File: config.mk
export PLATFORM = sky130hd
export DESIGN_NAME = id_ex_stage_flat
export DESIGN_NICKNAME = d
export VERILOG_FILES = /design/src/rtl/id_ex_stage_if.sv /design/src/rtl/id_ex_stage.sv /design/src/flat_wrapper.sv
export SDC_FILE = /design/constraint.sdc
export NUM_CORES = 1
export LEC_CHECK = 0
export CORE_MARGIN = 3
export CORE_UTILIZATION = 45
export DETAILED_ROUTE_END_ITERATION = 6
export GPL_TIMING_DRIVEN = 0
export HOLD_SLACK_MARGIN = 0.06
export PLACE_DENSITY = 0.83
export SLEW_MARGIN = 20
export SYNTH_ARGS = -nofsm -noshare
export SYNTH_HDL_FRONTEND = slang
export SYNTH_SLANG_ARGS = --single-unit
File: constraint.sdc
create_clock -name clk -period 2.87 [get_ports clk]
set_input_delay 0.287 -clock clk [delete_from_list [all_inputs] [get_ports clk]]
set_output_delay 0.287 -clock clk [all_outputs]
set_load 0.03 [all_outputs]
File: src/rtl/id_ex_stage_if.sv
// ID/EX stage bus: ID-side decode inputs, forwarding sources, pipeline control
// and the registered ALU-facing outputs.
interface id_ex_stage_if;
  logic        id_valid;
  logic [5:0]  id_opcode, id_funct;
  logic [4:0]  id_rs, id_rt, id_rd, id_shamt;
  logic [15:0] id_imm;
  logic [31:0] id_rs_val, id_rt_val;
  logic        exmem_wen;
  logic [4:0]  exmem_rd;
  logic [31:0] exmem_result;
  logic        memwb_wen;
  logic [4:0]  memwb_rd;
  logic [31:0] memwb_result;
  logic        stall_in, flush_in;
  logic        hazard_stall;
  logic        ex_valid;
  logic [31:0] ex_op1, ex_op2;
  logic [4:0]  ex_operation, ex_shamt, ex_dest;
  logic        ex_regwrite, ex_illegal;

  modport master (
    output id_valid, id_opcode, id_funct, id_rs, id_rt, id_rd, id_shamt, id_imm,
           id_rs_val, id_rt_val, exmem_wen, exmem_rd, exmem_result,
           memwb_wen, memwb_rd, memwb_result, stall_in, flush_in,
    input  hazard_stall, ex_valid, ex_op1, ex_op2, ex_operation, ex_shamt,
           ex_dest, ex_regwrite, ex_illegal
  );

  modport slave (
    input  id_valid, id_opcode, id_funct, id_rs, id_rt, id_rd, id_shamt, id_imm,
           id_rs_val, id_rt_val, exmem_wen, exmem_rd, exmem_result,
           memwb_wen, memwb_rd, memwb_result, stall_in, flush_in,
    output hazard_stall, ex_valid, ex_op1, ex_op2, ex_operation, ex_shamt,
           ex_dest, ex_regwrite, ex_illegal
  );
endinterface

File: src/rtl/id_ex_stage.sv
// ID/EX stage: decode into ALU operation/operands with EX/MEM and MEM/WB
// forwarding, load-use style bubble on a dependency with the EX instruction.
module id_ex_stage (
  input logic         clk,
  input logic         rst,
  id_ex_stage_if.slave bus
);
  typedef struct packed {
    logic [4:0]  op;
    logic [31:0] op1;
    logic [31:0] op2;
    logic [4:0]  shamt;
    logic [4:0]  dest;
    logic        regwrite;
    logic        illegal;
  } ex_t;

  ex_t         dec, ex_d, ex_q;
  logic        ex_valid_d, ex_valid_q;
  logic        uses_rs, uses_rt, wr, hazard;
  logic [31:0] rs_fwd, rt_fwd, imm_s, imm_z;

  always_comb begin
    rs_fwd = bus.id_rs_val;
    if (bus.id_rs == 5'd0) rs_fwd = '0;
    else if (bus.exmem_wen && bus.exmem_rd == bus.id_rs) rs_fwd = bus.exmem_result;
    else if (bus.memwb_wen && bus.memwb_rd == bus.id_rs) rs_fwd = bus.memwb_result;
    rt_fwd = bus.id_rt_val;
    if (bus.id_rt == 5'd0) rt_fwd = '0;
    else if (bus.exmem_wen && bus.exmem_rd == bus.id_rt) rt_fwd = bus.exmem_result;
    else if (bus.memwb_wen && bus.memwb_rd == bus.id_rt) rt_fwd = bus.memwb_result;
  end

  assign imm_s = {{16{bus.id_imm[15]}}, bus.id_imm};
  assign imm_z = {16'h0, bus.id_imm};

  always_comb begin
    dec     = '0;
    uses_rs = 1'b0;
    uses_rt = 1'b0;
    wr      = 1'b0;
    case (bus.id_opcode)
      6'h00: begin
        dec.dest = bus.id_rd;
        case (bus.id_funct)
          6'h20, 6'h21, 6'h24, 6'h25, 6'h27, 6'h2A, 6'h2B: begin
            dec.op1 = rs_fwd; dec.op2 = rt_fwd;
            uses_rs = 1'b1; uses_rt = 1'b1; wr = 1'b1;
            case (bus.id_funct)
              6'h24:   dec.op = 5'd4;
              6'h25:   dec.op = 5'd2;
              6'h27:   dec.op = 5'hA;
              6'h2A:   dec.op = 5'd8;
              6'h2B:   dec.op = 5'd9;
              default: dec.op = 5'd3;
            endcase
          end
          // ALU subtracts Op2-Op1, so rs/rt are swapped to get rs-rt
          6'h22, 6'h23: begin
            dec.op = 5'd5; dec.op1 = rt_fwd; dec.op2 = rs_fwd;
            uses_rs = 1'b1; uses_rt = 1'b1; wr = 1'b1;
          end
          6'h00, 6'h02: begin
            dec.op = bus.id_funct[1] ? 5'd7 : 5'd6;
            dec.op2 = rt_fwd; dec.shamt = bus.id_shamt;
            uses_rt = 1'b1; wr = 1'b1;
          end
          6'h08: begin
            dec.op = 5'hB; dec.op2 = rs_fwd; uses_rs = 1'b1;
          end
          default: begin
            dec.illegal = 1'b1; dec.dest = '0;
          end
        endcase
      end
      6'h08, 6'h09, 6'h23: begin
        dec.op = 5'd3; dec.op1 = rs_fwd; dec.op2 = imm_s; uses_rs = 1'b1; wr = 1'b1;
      end
      6'h0A, 6'h0B: begin
        dec.op = bus.id_opcode[0] ? 5'd9 : 5'd8;
        dec.op1 = rs_fwd; dec.op2 = imm_s; uses_rs = 1'b1; wr = 1'b1;
      end
      6'h0C, 6'h0D: begin
        dec.op = bus.id_opcode[0] ? 5'd2 : 5'd4;
        dec.op1 = rs_fwd; dec.op2 = imm_z; uses_rs = 1'b1; wr = 1'b1;
      end
      6'h0F: begin
        dec.op = 5'd1; dec.op2 = imm_z; wr = 1'b1;
      end
      6'h2B: begin
        dec.op = 5'd3; dec.op1 = rs_fwd; dec.op2 = imm_s; uses_rs = 1'b1; uses_rt = 1'b1;
      end
      6'h04, 6'h05: begin
        dec.op = 5'd5; dec.op1 = rt_fwd; dec.op2 = rs_fwd; uses_rs = 1'b1; uses_rt = 1'b1;
      end
      default: dec.illegal = 1'b1;
    endcase
    if (!dec.illegal && bus.id_opcode != 6'h00) dec.dest = bus.id_rt;
    dec.regwrite = wr && (dec.dest != 5'd0);
  end

  assign hazard = bus.id_valid && ex_valid_q && ex_q.regwrite && (ex_q.dest != 5'd0) &&
                  ((uses_rs && bus.id_rs == ex_q.dest) || (uses_rt && bus.id_rt == ex_q.dest));

  // Bubbles and flushes clear the control fields only; operand fields are don't-care
  always_comb begin
    ex_d       = ex_q;
    ex_valid_d = ex_valid_q;
    if (bus.flush_in || (!bus.stall_in && hazard)) begin
      ex_valid_d = 1'b0; ex_d.regwrite = 1'b0; ex_d.op = '0; ex_d.illegal = 1'b0;
    end else if (!bus.stall_in) begin
      ex_d       = dec;
      ex_valid_d = bus.id_valid;
      if (!bus.id_valid) begin
        ex_d.regwrite = 1'b0; ex_d.op = '0; ex_d.illegal = 1'b0;
      end
    end
  end

  always_ff @(posedge clk or posedge rst) begin
    if (rst) begin
      ex_q       <= '0;
      ex_valid_q <= 1'b0;
    end else begin
      ex_q       <= ex_d;
      ex_valid_q <= ex_valid_d;
    end
  end

  assign bus.hazard_stall = hazard;
  assign bus.ex_valid     = ex_valid_q;
  assign bus.ex_op1       = ex_q.op1;
  assign bus.ex_op2       = ex_q.op2;
  assign bus.ex_operation = ex_q.op;
  assign bus.ex_shamt     = ex_q.shamt;
  assign bus.ex_dest      = ex_q.dest;
  assign bus.ex_regwrite  = ex_q.regwrite;
  assign bus.ex_illegal   = ex_q.illegal;
endmodule

File: src/flat_wrapper.sv
// flat-port wrapper written by rule: the top's interface ports become plain ports
module id_ex_stage_flat 
  (clk, rst, bus_id_valid, bus_id_opcode, bus_id_funct, bus_id_rs, bus_id_rt, bus_id_rd, bus_id_shamt, bus_id_imm, bus_id_rs_val, bus_id_rt_val, bus_exmem_wen, bus_exmem_rd, bus_exmem_result, bus_memwb_wen, bus_memwb_rd, bus_memwb_result, bus_stall_in, bus_flush_in, bus_hazard_stall, bus_ex_valid, bus_ex_op1, bus_ex_op2, bus_ex_operation, bus_ex_shamt, bus_ex_dest, bus_ex_regwrite, bus_ex_illegal);
  id_ex_stage_if bus_i ();
  input logic clk;
  input logic rst;
  input wire logic [$bits(bus_i.id_valid)-1:0] bus_id_valid;
  input wire logic [$bits(bus_i.id_opcode)-1:0] bus_id_opcode;
  input wire logic [$bits(bus_i.id_funct)-1:0] bus_id_funct;
  input wire logic [$bits(bus_i.id_rs)-1:0] bus_id_rs;
  input wire logic [$bits(bus_i.id_rt)-1:0] bus_id_rt;
  input wire logic [$bits(bus_i.id_rd)-1:0] bus_id_rd;
  input wire logic [$bits(bus_i.id_shamt)-1:0] bus_id_shamt;
  input wire logic [$bits(bus_i.id_imm)-1:0] bus_id_imm;
  input wire logic [$bits(bus_i.id_rs_val)-1:0] bus_id_rs_val;
  input wire logic [$bits(bus_i.id_rt_val)-1:0] bus_id_rt_val;
  input wire logic [$bits(bus_i.exmem_wen)-1:0] bus_exmem_wen;
  input wire logic [$bits(bus_i.exmem_rd)-1:0] bus_exmem_rd;
  input wire logic [$bits(bus_i.exmem_result)-1:0] bus_exmem_result;
  input wire logic [$bits(bus_i.memwb_wen)-1:0] bus_memwb_wen;
  input wire logic [$bits(bus_i.memwb_rd)-1:0] bus_memwb_rd;
  input wire logic [$bits(bus_i.memwb_result)-1:0] bus_memwb_result;
  input wire logic [$bits(bus_i.stall_in)-1:0] bus_stall_in;
  input wire logic [$bits(bus_i.flush_in)-1:0] bus_flush_in;
  output wire logic [$bits(bus_i.hazard_stall)-1:0] bus_hazard_stall;
  output wire logic [$bits(bus_i.ex_valid)-1:0] bus_ex_valid;
  output wire logic [$bits(bus_i.ex_op1)-1:0] bus_ex_op1;
  output wire logic [$bits(bus_i.ex_op2)-1:0] bus_ex_op2;
  output wire logic [$bits(bus_i.ex_operation)-1:0] bus_ex_operation;
  output wire logic [$bits(bus_i.ex_shamt)-1:0] bus_ex_shamt;
  output wire logic [$bits(bus_i.ex_dest)-1:0] bus_ex_dest;
  output wire logic [$bits(bus_i.ex_regwrite)-1:0] bus_ex_regwrite;
  output wire logic [$bits(bus_i.ex_illegal)-1:0] bus_ex_illegal;
  assign bus_i.id_valid = bus_id_valid;
  assign bus_i.id_opcode = bus_id_opcode;
  assign bus_i.id_funct = bus_id_funct;
  assign bus_i.id_rs = bus_id_rs;
  assign bus_i.id_rt = bus_id_rt;
  assign bus_i.id_rd = bus_id_rd;
  assign bus_i.id_shamt = bus_id_shamt;
  assign bus_i.id_imm = bus_id_imm;
  assign bus_i.id_rs_val = bus_id_rs_val;
  assign bus_i.id_rt_val = bus_id_rt_val;
  assign bus_i.exmem_wen = bus_exmem_wen;
  assign bus_i.exmem_rd = bus_exmem_rd;
  assign bus_i.exmem_result = bus_exmem_result;
  assign bus_i.memwb_wen = bus_memwb_wen;
  assign bus_i.memwb_rd = bus_memwb_rd;
  assign bus_i.memwb_result = bus_memwb_result;
  assign bus_i.stall_in = bus_stall_in;
  assign bus_i.flush_in = bus_flush_in;
  assign bus_hazard_stall = bus_i.hazard_stall;
  assign bus_ex_valid = bus_i.ex_valid;
  assign bus_ex_op1 = bus_i.ex_op1;
  assign bus_ex_op2 = bus_i.ex_op2;
  assign bus_ex_operation = bus_i.ex_operation;
  assign bus_ex_shamt = bus_i.ex_shamt;
  assign bus_ex_dest = bus_i.ex_dest;
  assign bus_ex_regwrite = bus_i.ex_regwrite;
  assign bus_ex_illegal = bus_i.ex_illegal;
  id_ex_stage u_core (.clk(clk), .rst(rst), .bus(bus_i));
endmodule
==> flow_summary.ini <==
[routing]
wl_mm = 31.5
viasPerCell = 6.75
dr.pass1.iters = 5
drc_errors = 0
antenna_left = 0
drt_iter0_markers = 1212
wl_per_cell_um = 24.5
dr_total_vias = 8713

[placement]
place_inst = 1270
numPortBuffers = 269
hpwl_mm = 24.2
dpl_cell_area_um2 = 9730
finalWeightedCongestion = 0.965
dp_slack_ns = -0.497

[timing]
maxSlewViolCount = 0
fin_skew_ns = 0.00904
hold_viol_final = 0
fin_ws_ns = 0.0480
period_needed_ns = 2.82
hold_ws_ns = 0.280
clock.fmax_mhz = 354
relSlewSlack = 0.506
tightest_slew_ns = 0.741
period_share = 0.983
rsz0062_at_grt = true
setup_viol = 0

[synthesis]
yosys_register_bits = 81
synthArstFlopShare = 1.00
synth_top_family_by_area = compound AO/OA/AOI/OAI gates
synthMuxAreaShare = 0.00664
synth-main-ff-cell = dfrtp_1
yosysTopAreaCellShare = 0.299
synth.most_common_cell = dfrtp_1
ys_seq_area_frac = 0.299
ys_warn_count = 0
synth_edf_count = 0
synth_area_per_cell_um2 = 8.31
yosysTopAreaCell = dfrtp_1
syn_area_um2 = 6780
syn-num-nets = 1009
synthSimpleGateAreaFrac = 0.192
syn_inst = 816
synthTopCellsByCount = dfrtp_1, a22o_1, clkbuf_1, o21ai_0, nand3_1
synth_area_leaders = dfrtp_1, a22o_1, a221o_1, a32o_1, a32oi_1
synthXorXnorAreaFrac = 0.0411
synthAdderAreaFrac = 0
synth_compound_area_frac = 0.393
yosys.cell_types.count = 59

[clocking]
clock_path_buffers = 2
cts.sinks = 81
clk_pin_slew_ns = 0.08
cts_made_buffers = 9
clk_latency_ns = 0.36
cts-root-buf = clkbuf_16
tritoncts = built
cts_hold_buffers = 0
htreeDepth = 3

[worst_setup_path]
critPathMaxStageDelay_ns = 0.57
critical_path.endpoint = u_core.bus.ex_op2[18]
rr_startpoint = u_core.bus.ex_dest[1]
cp-startpoint = bus_id_funct[5]
rrSetupSlack_ns = 0.16
cp_top_family = buffers and inverters
r2r-end = u_core.bus.ex_op1[21]
crit_path_end_kind = flip-flop
cp_slowest_cell = clkdlybuf4s50_1
worstPathRequired_ns = 3.16
cp_cell_sequence = clkdlybuf4s50_1 -> buf_2 -> nand2_1 -> o32a_1 -> nor4_2 -> clkbuf_1 -> a32oi_1 -> o21ai_1 -> a22o_1
cp_num_cells = 9
path_class = input pin to flip-flop
cp_max_fo = 10
reg2regPathDepth = 8
cp-start-kind = input pin
crit_buf_inv = 3
critical_path_arrival_ns = 3.11

[outcome]
run_status = complete, no violations

[global_routing]
grt_overflow = 0
met2_usage = 0.549
antenna_found_initial = 3
grt_usage = 0.361
busiest_layer = met2
grt_max_degree = 55
grt_use_met3 = 0.0868
grt_pass1_vias = 8283
grt_pass1_wl_mm = 46.8
grt_util_met1 = 0.489

[worst_hold_path]
hp-class = input pin to async pin

[die]
placementRows = 44
start_util = 0.463
die_area_um2 = 16600
die_h_um = 129
die_x_um = 129
num_io_pins = 276
core_area_um2 = 14600

[layout]
syn2layout_area_growth_pct = 48.8
instances_no_fill = 1290
drive_gt1_frac = 0.0688
fin_area_um2 = 10100
layout.nets = 1292
utilization = 0.689

[flow_run]
drv_cap = 0

[pwr]
vdd_drop_max_mv = 0.259
p_leak_nw = 3.66
p_per_area_nw_per_um2 = 344
[report_power, final]
part | leakage [nW] | total [mW] | switching (mW) | internal [mW]
clock | 0.149 | 1.25 | 0.560 | 0.692
sequential | 1.13 | 1.18 | 0.0193 | 1.16
combinational | 2.38 | 1.04 | 0.563 | 0.480
total | 3.66 | 3.48 | 1.14 | 2.33
[cell usage in the layout, fill, tap and decap left out, types with 4 or more instances in the layout]
cell type	n
a221o_1	32
o21ai_0	49
buf_4	6
a22oi_1	17
mux2_2	4
o21ai_1	32
nor2b_1	10
a32o_1	32
and2_1	33
xnor2_1	24
clkbuf_16	9
clkbuf_1	56
a22o_1	70
nor2_1	25
clkdlybuf4s50_1	269
buf_6	5
dfrtp_1	81
clkbuf_2	6
a31oi_1	33
xor2_1	6
inv_1	4
nor3_1	36
nor4_1	5
buf_2	23
or3_1	34
nand3_1	41
nand2_1	36
a21oi_1	28
nand2b_1	5
a32oi_1	32
[flip-flops by register name (all words and copies together), names as in the netlist]
name                     count
u_core.bus.ex_dest           5
u_core.bus.ex_shamt          5
u_core.bus.ex_op2           32
u_core.bus.ex_illegal        1
u_core.bus.ex_op1           32
u_core.bus.ex_valid          1
u_core.bus.ex_operation      4
u_core.bus.ex_regwrite       1
[worst min-delay path by stage]
stage / endpoint / cells after the start / from / slack, ns
detailed placement: u_core.bus.ex_shamt[2] / 2 / u_core.bus.ex_shamt[2] / 0.47
finish: u_core.bus.ex_op1[15] / 2 / rst / 0.28
global placement: u_core.bus.ex_shamt[2] / 2 / u_core.bus.ex_shamt[2] / 0.47
global route: u_core.bus.ex_op1[25] / 2 / rst / 0.31
CTS: u_core.bus.ex_op1[15] / 2 / rst / 0.29
floorplan: u_core.bus.ex_shamt[0] / 2 / bus_id_shamt[0] / 0.42
[routing by layer]
layer | vias up | routed length (µm)
li1 | 3803 | -
met1 | 4097 | 12500
met2 | 705 | 14000
met3 | 106 | 3700
met4 | 2 | 1300
met5 | - | 9
[final cells by class]
| cell class | count | area, µm² |
|---|---|---|
| Fill cell | 1231 | 4550 |
| Buffer | 96 | 449 |
| Clock inverter | 7 | 83.8 |
| Sequential cell | 81 | 2030 |
| Inverter | 5 | 21.3 |
| Tap cell | 184 | 230 |
| Clock buffer | 9 | 225 |
| Antenna cell | 2 | 5.00 |
| Timing Repair Buffer | 272 | 2740 |
| Multi-Input combinational cell | 634 | 4310 |
[cell families after synthesis]
family          after synthesis
simple gates                244
xor+xnor                     31
compound gates              354
other cells                   1
buf+inv                     101
mux                           4
flops                        81
[stage by stage]
step | total power [mW] | TNS, ns
CTS | 3.44 | 0
global route | 3.58 | -0.0459
detailed placement | 2.21 | -14.03
floorplan | 1.70 | 0
finish | 3.48 | 0
global placement | 2.20 | -82.65
[repair_timing]
action | 4_1_cts | 5_1_grt
gates resized for setup | 2 | 14
setup endpoints to repair | 19 | 21
pin swaps | 0 | 1
gates cloned | 0 | 0
setup buffers | 0 | 2
(Power assumes the default switching activity.)
